`config.mk`:
```
export PLATFORM = sky130hd
export DESIGN_NAME = mem_access_unit
export DESIGN_NICKNAME = d
export VERILOG_FILES = /design/src/rtl/mem_access_unit_pkg.sv /design/src/rtl/mem_lane_align.sv /design/src/rtl/mem_access_unit.sv
export SDC_FILE = /design/constraint.sdc
export NUM_CORES = 1
export LEC_CHECK = 0
export BUFFER_PORTS_ARGS = -buffer_cell sky130_fd_sc_hd__buf_2
export CAP_MARGIN = 15
export CELL_PAD_IN_SITES_DETAIL_PLACEMENT = 0
export CELL_PAD_IN_SITES_GLOBAL_PLACEMENT = 1
export CORE_UTILIZATION = 37
export CTS_CLUSTER_DIAMETER = 100
export DETAILED_ROUTE_END_ITERATION = 16
export PLACE_DENSITY = 0.78
export SYNTH_ARGS = -nofsm -noshare
export SYNTH_HDL_FRONTEND = slang
export SYNTH_HIERARCHICAL = 1
export SYNTH_SLANG_ARGS = --single-unit
export TNS_END_PERCENT = 10
```
`constraint.sdc`:
```
create_clock -name clk -period 1.9 [get_ports clk]
set_input_delay 0.38 -clock clk [delete_from_list [all_inputs] [get_ports clk]]
set_output_delay 0.38 -clock clk [all_outputs]
set_load 0.02 [all_outputs]
```
`src/rtl/mem_access_unit_pkg.sv`:
```
// Shared types and constants for the load/store access unit: FSM states, mem_sel size codes, bus width.
package mem_access_unit_pkg;

    localparam int BUS_W = 32;

    localparam logic [3:0] SEL_BYTE = 4'b0001;
    localparam logic [3:0] SEL_HALF = 4'b0011;
    localparam logic [3:0] SEL_WORD = 4'b1111;

    typedef enum logic [1:0] {
        ST_IDLE = 2'd0,
        ST_REQ  = 2'd1,
        ST_DONE = 2'd2
    } state_t;

    typedef enum logic [1:0] {
        SZ_BYTE = 2'd0,
        SZ_HALF = 2'd1,
        SZ_WORD = 2'd2
    } acc_size_t;

    // Any mem_sel encoding other than byte/half is treated as a word access.
    function automatic acc_size_t decode_size(input logic [3:0] sel);
        if (sel == SEL_BYTE)      return SZ_BYTE;
        else if (sel == SEL_HALF) return SZ_HALF;
        else                      return SZ_WORD;
    endfunction

    function automatic logic is_misaligned(input acc_size_t sz, input logic [1:0] lo);
        case (sz)
            SZ_HALF: return lo[0];
            SZ_WORD: return lo != 2'b00;
            default: return 1'b0;
        endcase
    endfunction

endpackage

```
`src/rtl/mem_lane_align.sv`:
```
// Combinational byte-lane steering: write enables/replicated store data, and load lane extraction with sign/zero extension.
module mem_lane_align
    import mem_access_unit_pkg::*;
(
    input  logic [1:0]  size,
    input  logic [1:0]  addr_lo,
    input  logic        sign_ext,
    input  logic [31:0] wdata,
    input  logic [31:0] rdata,
    output logic [3:0]  wen,
    output logic [31:0] wdata_lanes,
    output logic [31:0] load_data
);

    logic [7:0]  byte_lane;
    logic [15:0] half_lane;

    always_comb begin
        case (addr_lo)
            2'd0:    byte_lane = rdata[7:0];
            2'd1:    byte_lane = rdata[15:8];
            2'd2:    byte_lane = rdata[23:16];
            default: byte_lane = rdata[31:24];
        endcase
        half_lane = addr_lo[1] ? rdata[31:16] : rdata[15:0];
    end

    always_comb begin
        wen         = 4'b1111;
        wdata_lanes = wdata;
        load_data   = rdata;
        case (acc_size_t'(size))
            SZ_BYTE: begin
                wen         = 4'b0001 << addr_lo;
                wdata_lanes = {4{wdata[7:0]}};
                load_data   = {{24{sign_ext & byte_lane[7]}}, byte_lane};
            end
            SZ_HALF: begin
                // addr_lo[0] is ignored: halves always sit on a 16-bit lane.
                wen         = addr_lo[1] ? 4'b1100 : 4'b0011;
                wdata_lanes = {2{wdata[15:0]}};
                load_data   = {{16{sign_ext & half_lane[15]}}, half_lane};
            end
            default: ;
        endcase
    end

endmodule

```
`src/rtl/mem_access_unit.sv`:
```
// Load/store unit: IDLE->REQ->DONE bus handshake, stalls the pipeline while the access is outstanding.
// Optional MEM_ALIGN_CHECK_EN rejects misaligned half/word accesses with a one-cycle addr_error pulse.
module mem_access_unit
    import mem_access_unit_pkg::*;
(
    input  logic        clk,
    input  logic        rst,
    input  logic        mem_read_flag,
    input  logic        mem_write_flag,
    input  logic        mem_sign_ext_flag,
    input  logic [3:0]  mem_sel,
    input  logic [31:0] mem_write_data,
    input  logic [31:0] mem_addr,
    output logic        stall_request,
    output logic [31:0] load_data,
    output logic        load_valid,
    output logic        bus_en,
    output logic [3:0]  bus_wen,
    output logic [31:0] bus_addr,
    output logic [31:0] bus_wdata,
    input  logic [31:0] bus_rdata,
    input  logic        bus_ready,
    output logic        addr_error,
    output logic [31:0] bad_vaddr
);

    state_t      state, state_nxt;
    acc_size_t   size_in;
    logic [31:0] addr_q, wdata_q;
    logic [1:0]  size_q;
    logic        sign_q, write_q;
    logic        req, misalign, accept;
    logic [3:0]  lane_wen;
    logic [31:0] lane_wdata, lane_load;

    assign req     = mem_read_flag | mem_write_flag;
    assign size_in = decode_size(mem_sel);

`ifdef MEM_ALIGN_CHECK_EN
    assign misalign = is_misaligned(size_in, mem_addr[1:0]);
`else
    assign misalign = 1'b0;
`endif

    assign accept = (state == ST_IDLE) && req && !misalign;

    mem_lane_align u_lane_align (
        .size        (size_q),
        .addr_lo     (addr_q[1:0]),
        .sign_ext    (sign_q),
        .wdata       (wdata_q),
        .rdata       (bus_rdata),
        .wen         (lane_wen),
        .wdata_lanes (lane_wdata),
        .load_data   (lane_load)
    );

    always_ff @(posedge clk or negedge rst) begin
        if (!rst) state <= ST_IDLE;
        else      state <= state_nxt;
    end

    always_comb begin
        state_nxt     = state;
        stall_request = 1'b0;
        bus_en        = 1'b0;
        bus_wen       = 4'b0000;
        bus_addr      = '0;
        bus_wdata     = '0;
        load_valid    = 1'b0;
        case (state)
            ST_IDLE: begin
                // Gated by rst so the stall drops the moment reset asserts.
                stall_request = rst & req & !misalign;
                if (accept) state_nxt = ST_REQ;
            end
            ST_REQ: begin
                stall_request = 1'b1;
                bus_en        = 1'b1;
                bus_addr      = {addr_q[31:2], 2'b00};
                bus_wen       = write_q ? lane_wen : 4'b0000;
                bus_wdata     = write_q ? lane_wdata : 32'h0;
                if (bus_ready) state_nxt = ST_DONE;
            end
            ST_DONE: begin
                load_valid = !write_q;
                state_nxt  = ST_IDLE;
            end
            default: state_nxt = ST_IDLE;
        endcase
    end

    always_ff @(posedge clk or negedge rst) begin
        if (!rst) begin
            addr_q    <= '0;
            wdata_q   <= '0;
            size_q    <= SZ_WORD;
            sign_q    <= 1'b0;
            write_q   <= 1'b0;
            load_data <= '0;
        end else begin
            if (accept) begin
                addr_q  <= mem_addr;
                wdata_q <= mem_write_data;
                size_q  <= size_in;
                sign_q  <= mem_sign_ext_flag;
                write_q <= mem_write_flag;
            end
            if (state == ST_REQ && bus_ready && !write_q)
                load_data <= lane_load;
        end
    end

`ifdef MEM_ALIGN_CHECK_EN
    always_ff @(posedge clk or negedge rst) begin
        if (!rst) begin
            addr_error <= 1'b0;
            bad_vaddr  <= '0;
        end else begin
            addr_error <= (state == ST_IDLE) && req && misalign;
            if ((state == ST_IDLE) && req && misalign)
                bad_vaddr <= mem_addr;
        end
    end
`else
    assign addr_error = 1'b0;
    assign bad_vaddr  = 32'h0;
`endif

endmodule

```
### Word-level counts from Yosys, hierarchy flattened

Cells that the tools add are included.

| operators by class | value |
|---|---|
| equality and inequality tests | 9 |
| shifts and indexed selects | 1 |
| mux-type cells | 19 |
| bitwise gates (word level) | 4 |
| reduce and logical (&&, ||, !) cells | 8 |

Operator list:

| cell | count |
|---|---|
| 32-bit case mux with 2 select lines | 2 |
| 32-bit two-way mux | 3 |
| 8-bit case mux with 3 select lines | 1 |
| 16-bit two-way mux | 1 |
| 4-bit two-way mux | 3 |
| 2-bit two-way mux | 4 |
| 4-bit case mux with 2 select lines | 1 |
| 2-bit by 1-bit == test with 1-bit output (second input constant) | 3 |
| 2-bit zero test | 3 |
| 2-bit == test (second input constant) | 2 |
| 4-bit by 1-bit == test with 1-bit output (second input constant) | 1 |
| 4-bit by 2-bit == test with 1-bit output (second input constant) | 1 |
| 2-bit inequality test (second input constant) | 2 |
| 2-bit case mux with 2 select lines | 1 |
| 1-bit by 2-bit << shifter with 4-bit output (first input constant) | 1 |
| 1-bit AND | 3 |
| 1-bit logical AND | 3 |
| 1-bit two-way mux | 2 |
| 1-bit case mux with 2 select lines | 1 |
| 2-bit AND reduction | 1 |
| 1-bit zero test | 1 |
| 1-bit bitwise OR | 1 |

| storage, ports and cells | value |
|---|---|
| flip-flop bits (word level) | 102 |
| bits of input ports | 106 |
| output and inout port bits | 136 |
| word-level logic and storage cells | 48 |

### Longest topological paths before layout

| logic depth | value |
|---|---|
| depth after elaboration | 4 |
| gate-level depth with buffers | 6 |
| depth with buffers taken out | 4 |

### Cells and area by module

Netlist, hierarchy kept.

Modules (own cells, without submodules):

| module | times used | cells an instance | area each (µm²) | sequential area each (µm²) |
|---|---|---|---|---|
| mem_access_unit | 1 | 340 | 4650.7 | 2553.7 |
| mem_lane_align | 1 | 179 | 1213.7 | 0.0 |

### Worst setup path before layout

Ideal clock, no wire load.

| path | value |
|---|---|
| kind | flip-flop to output port |
| start | register size_q[1] |
| end | output bus_wdata[16] |
| arrival time | 1.436 ns |
| required time | 1.520 ns |
| setup slack | 0.084 ns |
| cell stages (with the launch flop) | 5 |
| path buffers | 2 |
| path through | dfstp_2 buf_4 buf_2 mux2_2 and3_1 |

| on the way | value |
|---|---|
| word-level cells in the longest chain between the ends | 4 |
| elaborated cells between the ends (all ways) | 5 |
| classes of those cells | eq/ne (1); mux (3); reduce/logical (1) |

Ends and longest elaborated chain:

| element | RTL line | text |
|---|---|---|
| from (decl) | mem_access_unit.sv:30 | `logic [1:0] size_q;` |
| from (signal assigned) | mem_access_unit.sv:105 | `size_q <= size_in;` |
| 2-bit by 1-bit == test with 1-bit output or 2-bit zero test (tied branches) | mem_lane_align.sv:32 | `case (acc_size_t'(size))` |
| 32-bit case mux with 2 select lines * | mem_lane_align.sv:32 |  |
| named net lane_wdata[16] | mem_access_unit.sv:34 | `logic [31:0] lane_wdata, lane_load;` |
| 32-bit two-way mux * | mem_access_unit.sv:82 | `bus_wdata = write_q ? lane_wdata : 32'h0;` |
| 32-bit two-way mux * | mem_access_unit.sv:71 | `case (state)` |
| to (decl) | mem_access_unit.sv:20 | `output logic [31:0] bus_wdata,` |

The timed path passes the listed nets; every way through them passes the cells marked *.

### Worst setup path after layout

| path | value |
|---|---|
| start | register size_q[1] |
| end | output bus_wdata[19] |

Same word-level chain as after synthesis.

==> flow_summary.yaml <==
run_status:
  outcome: "complete, but fails checks"
  violations: "negative setup slack"
synth:
  yosys.cell_types.count: 40
  synth_area_per_cell_sq_um: 11.3
  syn_area_sq_um: 5860
  synth_seq_cells: 102
  syn_inst: 519
  synth-seq-area-share_pct: 43.5
  synth_warnings: 6
route:
  drc_errors: 0
  drt_pass1_iterations: 4
  drtAntennaViolNets: 0
  first_iter_violations: 228
  routed_wl_um: 15800
  drt-vias-per-instance: 4.94
  routedWlPerCell_um: 17.0
  vias: 4600
sta:
  rsz0062_at_grt: "yes"
  fmax_mhz: 460
  setup_viol: 28
  setup_ws_ps: -273
  hold_violations: 0
  worst_clock_skew_ps: 8.44
  worst-slew-pin-transition_ps: 665
  maxSlewHeadroom_pct: 55.5
  finalSetupTns_ps: -5630
  period_minus_slack_ps: 2170
  finalCritPeriodShare_pct: 114
  finalMaxSlewViolations: 0
clock_tree:
  clk_path_buf_depth: 2
  path_clk_slew_ps: 70
  cts_root_buf: "clkbuf_16"
  htree_levels: 3
  clock_latency_ps: 350
  cts.sinks: 102
  cts-buffers-inserted: 9
  hold_buffers: 0
  cts_tree: "yes"
global_routing:
  busiest_layer: "met2"
  grt_overflow_total: 0
  grt_max_degree: 103
  grt_pass1_wl_um: 24500
  antenna_found_initial: 1
  grtUsageMet3_pct: 5.59
  grt_pass1_vias: 4556
  met1_usage_pct: 26.0
  grtUsageTotal_pct: 19.5
  met2_usage_pct: 30.3
pwr:
  fin_total_pwr_mw: 13.4
  power.internal_mw: 8.03
  net-switching-power_mw: 5.42
  switching_share_pct: 40.3
  combPwrFrac_pct: 55.3
  max-vdd-ir-drop_mv: 0.844
  seqPwrFrac_pct: 30.1
  p_leak_nw: 3.86
  pwr-share-clk_pct: 14.5
  power_density_nw_per_um2: 1760
setup_path:
  crit_type: "reg2out"
  critPathLaunch: "size_q[1]"
  critPathLaunchType: "register"
  rr_endpoint: "load_data[12]"
  path_max_fanout: 9
  endpoint: "bus_wdata[19]"
  cp_data_required_time_ps: 1520
  arrival_ps: 1790
  timing.rr.start: "size_q[1]"
  cp-end-kind: "output pin"
  r2r_slack_ps: 20
  rr_worst_depth: 6
die:
  dieWidth_um: 128
  die-area_sq_um: 16400
  die_y_um: 128
  core_sq_um: 15300
  row_count: 45
  io_pins: 242
  initial_utilization_pct: 38.3
placed_design:
  portBuffers: 206
  place_congestion: 0.821
  placedCellCount: 909
  dp_hpwl_um: 11100
layout:
  layout-drive-gt1-share_pct: 49.3
  finalNetCount: 821
  fillers: 1389
  area_delta_synth_final_pct: 30.6
  antenna_cells: 0
  fin_cells: 931
min_path:
  hold_class: "in2async"
flow_run:
  maxCapViolCount: 0
==> cells by family (layout without fill, tap and decap cells) <==
logic type	after synthesis	after routing	share of synthesized area, %
AO/OA/AOI/OAI	67	67	6.70
buffers and inverters	84	251	9.60
flip-flops	102	102	43.5
multiplexers	132	132	26.7
other	1	35	0.0639
AND/OR/NAND/NOR	133	133	13.4
==> cell usage after synthesis <==
library cell / n / share of area, %
a211oi_1: 1 / 0.13
a21o_1: 1 / 0.13
a21oi_1: 34 / 2.9
a21oi_2: 1 / 0.15
a221o_1: 6 / 1.0
a22o_1: 1 / 0.15
and2_1: 30 / 3.2
and3_1: 37 / 3.9
and3b_1: 8 / 1.2
buf_2: 11 / 0.94
buf_4: 48 / 6.1
buf_6: 7 / 1.3
clkbuf_1: 14 / 0.90
clkbuf_2: 1 / 0.085
conb_1: 1 / 0.064
dfrtp_1: 101 / 43
dfstp_2: 1 / 0.45
inv_1: 2 / 0.13
inv_2: 1 / 0.064
mux2_1: 30 / 5.8
mux2_2: 67 / 13
mux2_4: 19 / 4.9
mux2i_1: 14 / 2.4
mux4_1: 1 / 0.45
mux4_2: 1 / 0.38
nand2_1: 18 / 1.2
nand2_2: 1 / 0.11
nand2b_1: 1 / 0.11
nand3_1: 9 / 0.77
nor2_1: 11 / 0.70
nor2_2: 1 / 0.11
nor2b_1: 12 / 1.3
nor3_1: 2 / 0.17
nor3b_1: 1 / 0.13
nor4_4: 1 / 0.36
o21a_2: 1 / 0.15
o21ai_0: 17 / 1.5
o21bai_1: 4 / 0.51
o22ai_1: 1 / 0.11
or3b_2: 1 / 0.15
==> registers in the layout, summed over array words and instances, names as in the netlist <==
| signal | cells |
|---|---|
| addr_q | 32 |
| wdata_q | 32 |
| write_q | 1 |
| load_data | 32 |
| state | 2 |
| size_q | 2 |
| sign_q | 1 |
==> layout by cell type (no fill, tap or decap), types with 10 or more instances in the layout <==
cell type  count
buf_2        156
dfrtp_1       98
mux2_2        67
buf_4         50
and3_1        35
conb_1        35
a21oi_1       34
mux2_1        30
and2_1        29
mux2_4        19
nand2_1       18
o21ai_0       15
mux2i_1       14
buf_6         13
buf_12        11
nor2b_1       10
==> metal layers <==
layer	vias to the layer above	wire, um
li1	2134	-
met1	2249	6910
met2	198	7370
met3	17	1270
met4	2	263
met5	-	13
==> power by group through the flow <==
| stage | combinational, mW | clock (mW) | sequential (mW) |
|---|---|---|---|
| finish | 7.44 | 1.96 | 4.05 |
| global route | 8.00 | 2.10 | 4.21 |
| CTS | 7.23 | 2.01 | 4.06 |
| detailed placement | 6.90 | 0 | 4.09 |
| global placement | 6.84 | 0 | 4.04 |
| floorplan | 4.64 | 0 | 4.22 |
==> worst min-delay path by stage <==
| stage | from | to | slack (ps) | cells past startpoint |
|---|---|---|---|---|
| floorplan | rst | addr_q[0] | 80 | 0 |
| global placement | load_data[3] | load_data[3] | 460 | 1 |
| detailed placement | load_data[26] | load_data[26] | 470 | 1 |
| CTS | rst | addr_q[24] | 160 | 2 |
| global route | rst | addr_q[24] | 190 | 2 |
| finish | rst | addr_q[24] | 90 | 2 |
==> worst max-delay path: stages (launching register included) <==
cell	delay (ps)
dfstp_2	630
buf_12	160
mux2_2	330
and3_1	170
buf_2	150
==> layout make-up <==
class / count / area [sq um] / share of cell area (%)
Clock buffer: 9 / 225 / 2.94
Clock inverter: 7 / 90.1 / 1.18
Inverter: 3 / 11.3 / 0.147
Multi-Input combinational cell: 367 / 2920 / 38.2
Sequential cell: 102 / 2560 / 33.4
Tap cell: 211 / 264 / 3.45
Timing Repair Buffer: 232 / 1590 / 20.7
==> through the flow <==
stage,hold WS [ps],setup WS (ps),area (sq um),util [%]
floorplan,84.4,83.8,5990,-
global placement,462,28.2,7040,46.0
detailed placement,471,-13.2,7040,46.0
CTS,156,-294,7530,49.2
global route,187,-343,7660,50.0
finish,92.9,-273,7660,50.0
==> repair_timing <==
item / in CTS / in global routing
buffers inserted: 4 / 0
cloned: 2 / 0
hold endpoints to repair: 0 / 0
endpoints found under the setup margin: 62 / 97
gates resized for setup: 30 / 46
pin swaps: 1 / 2
Note: power is estimated with default switching activity, not from simulation.
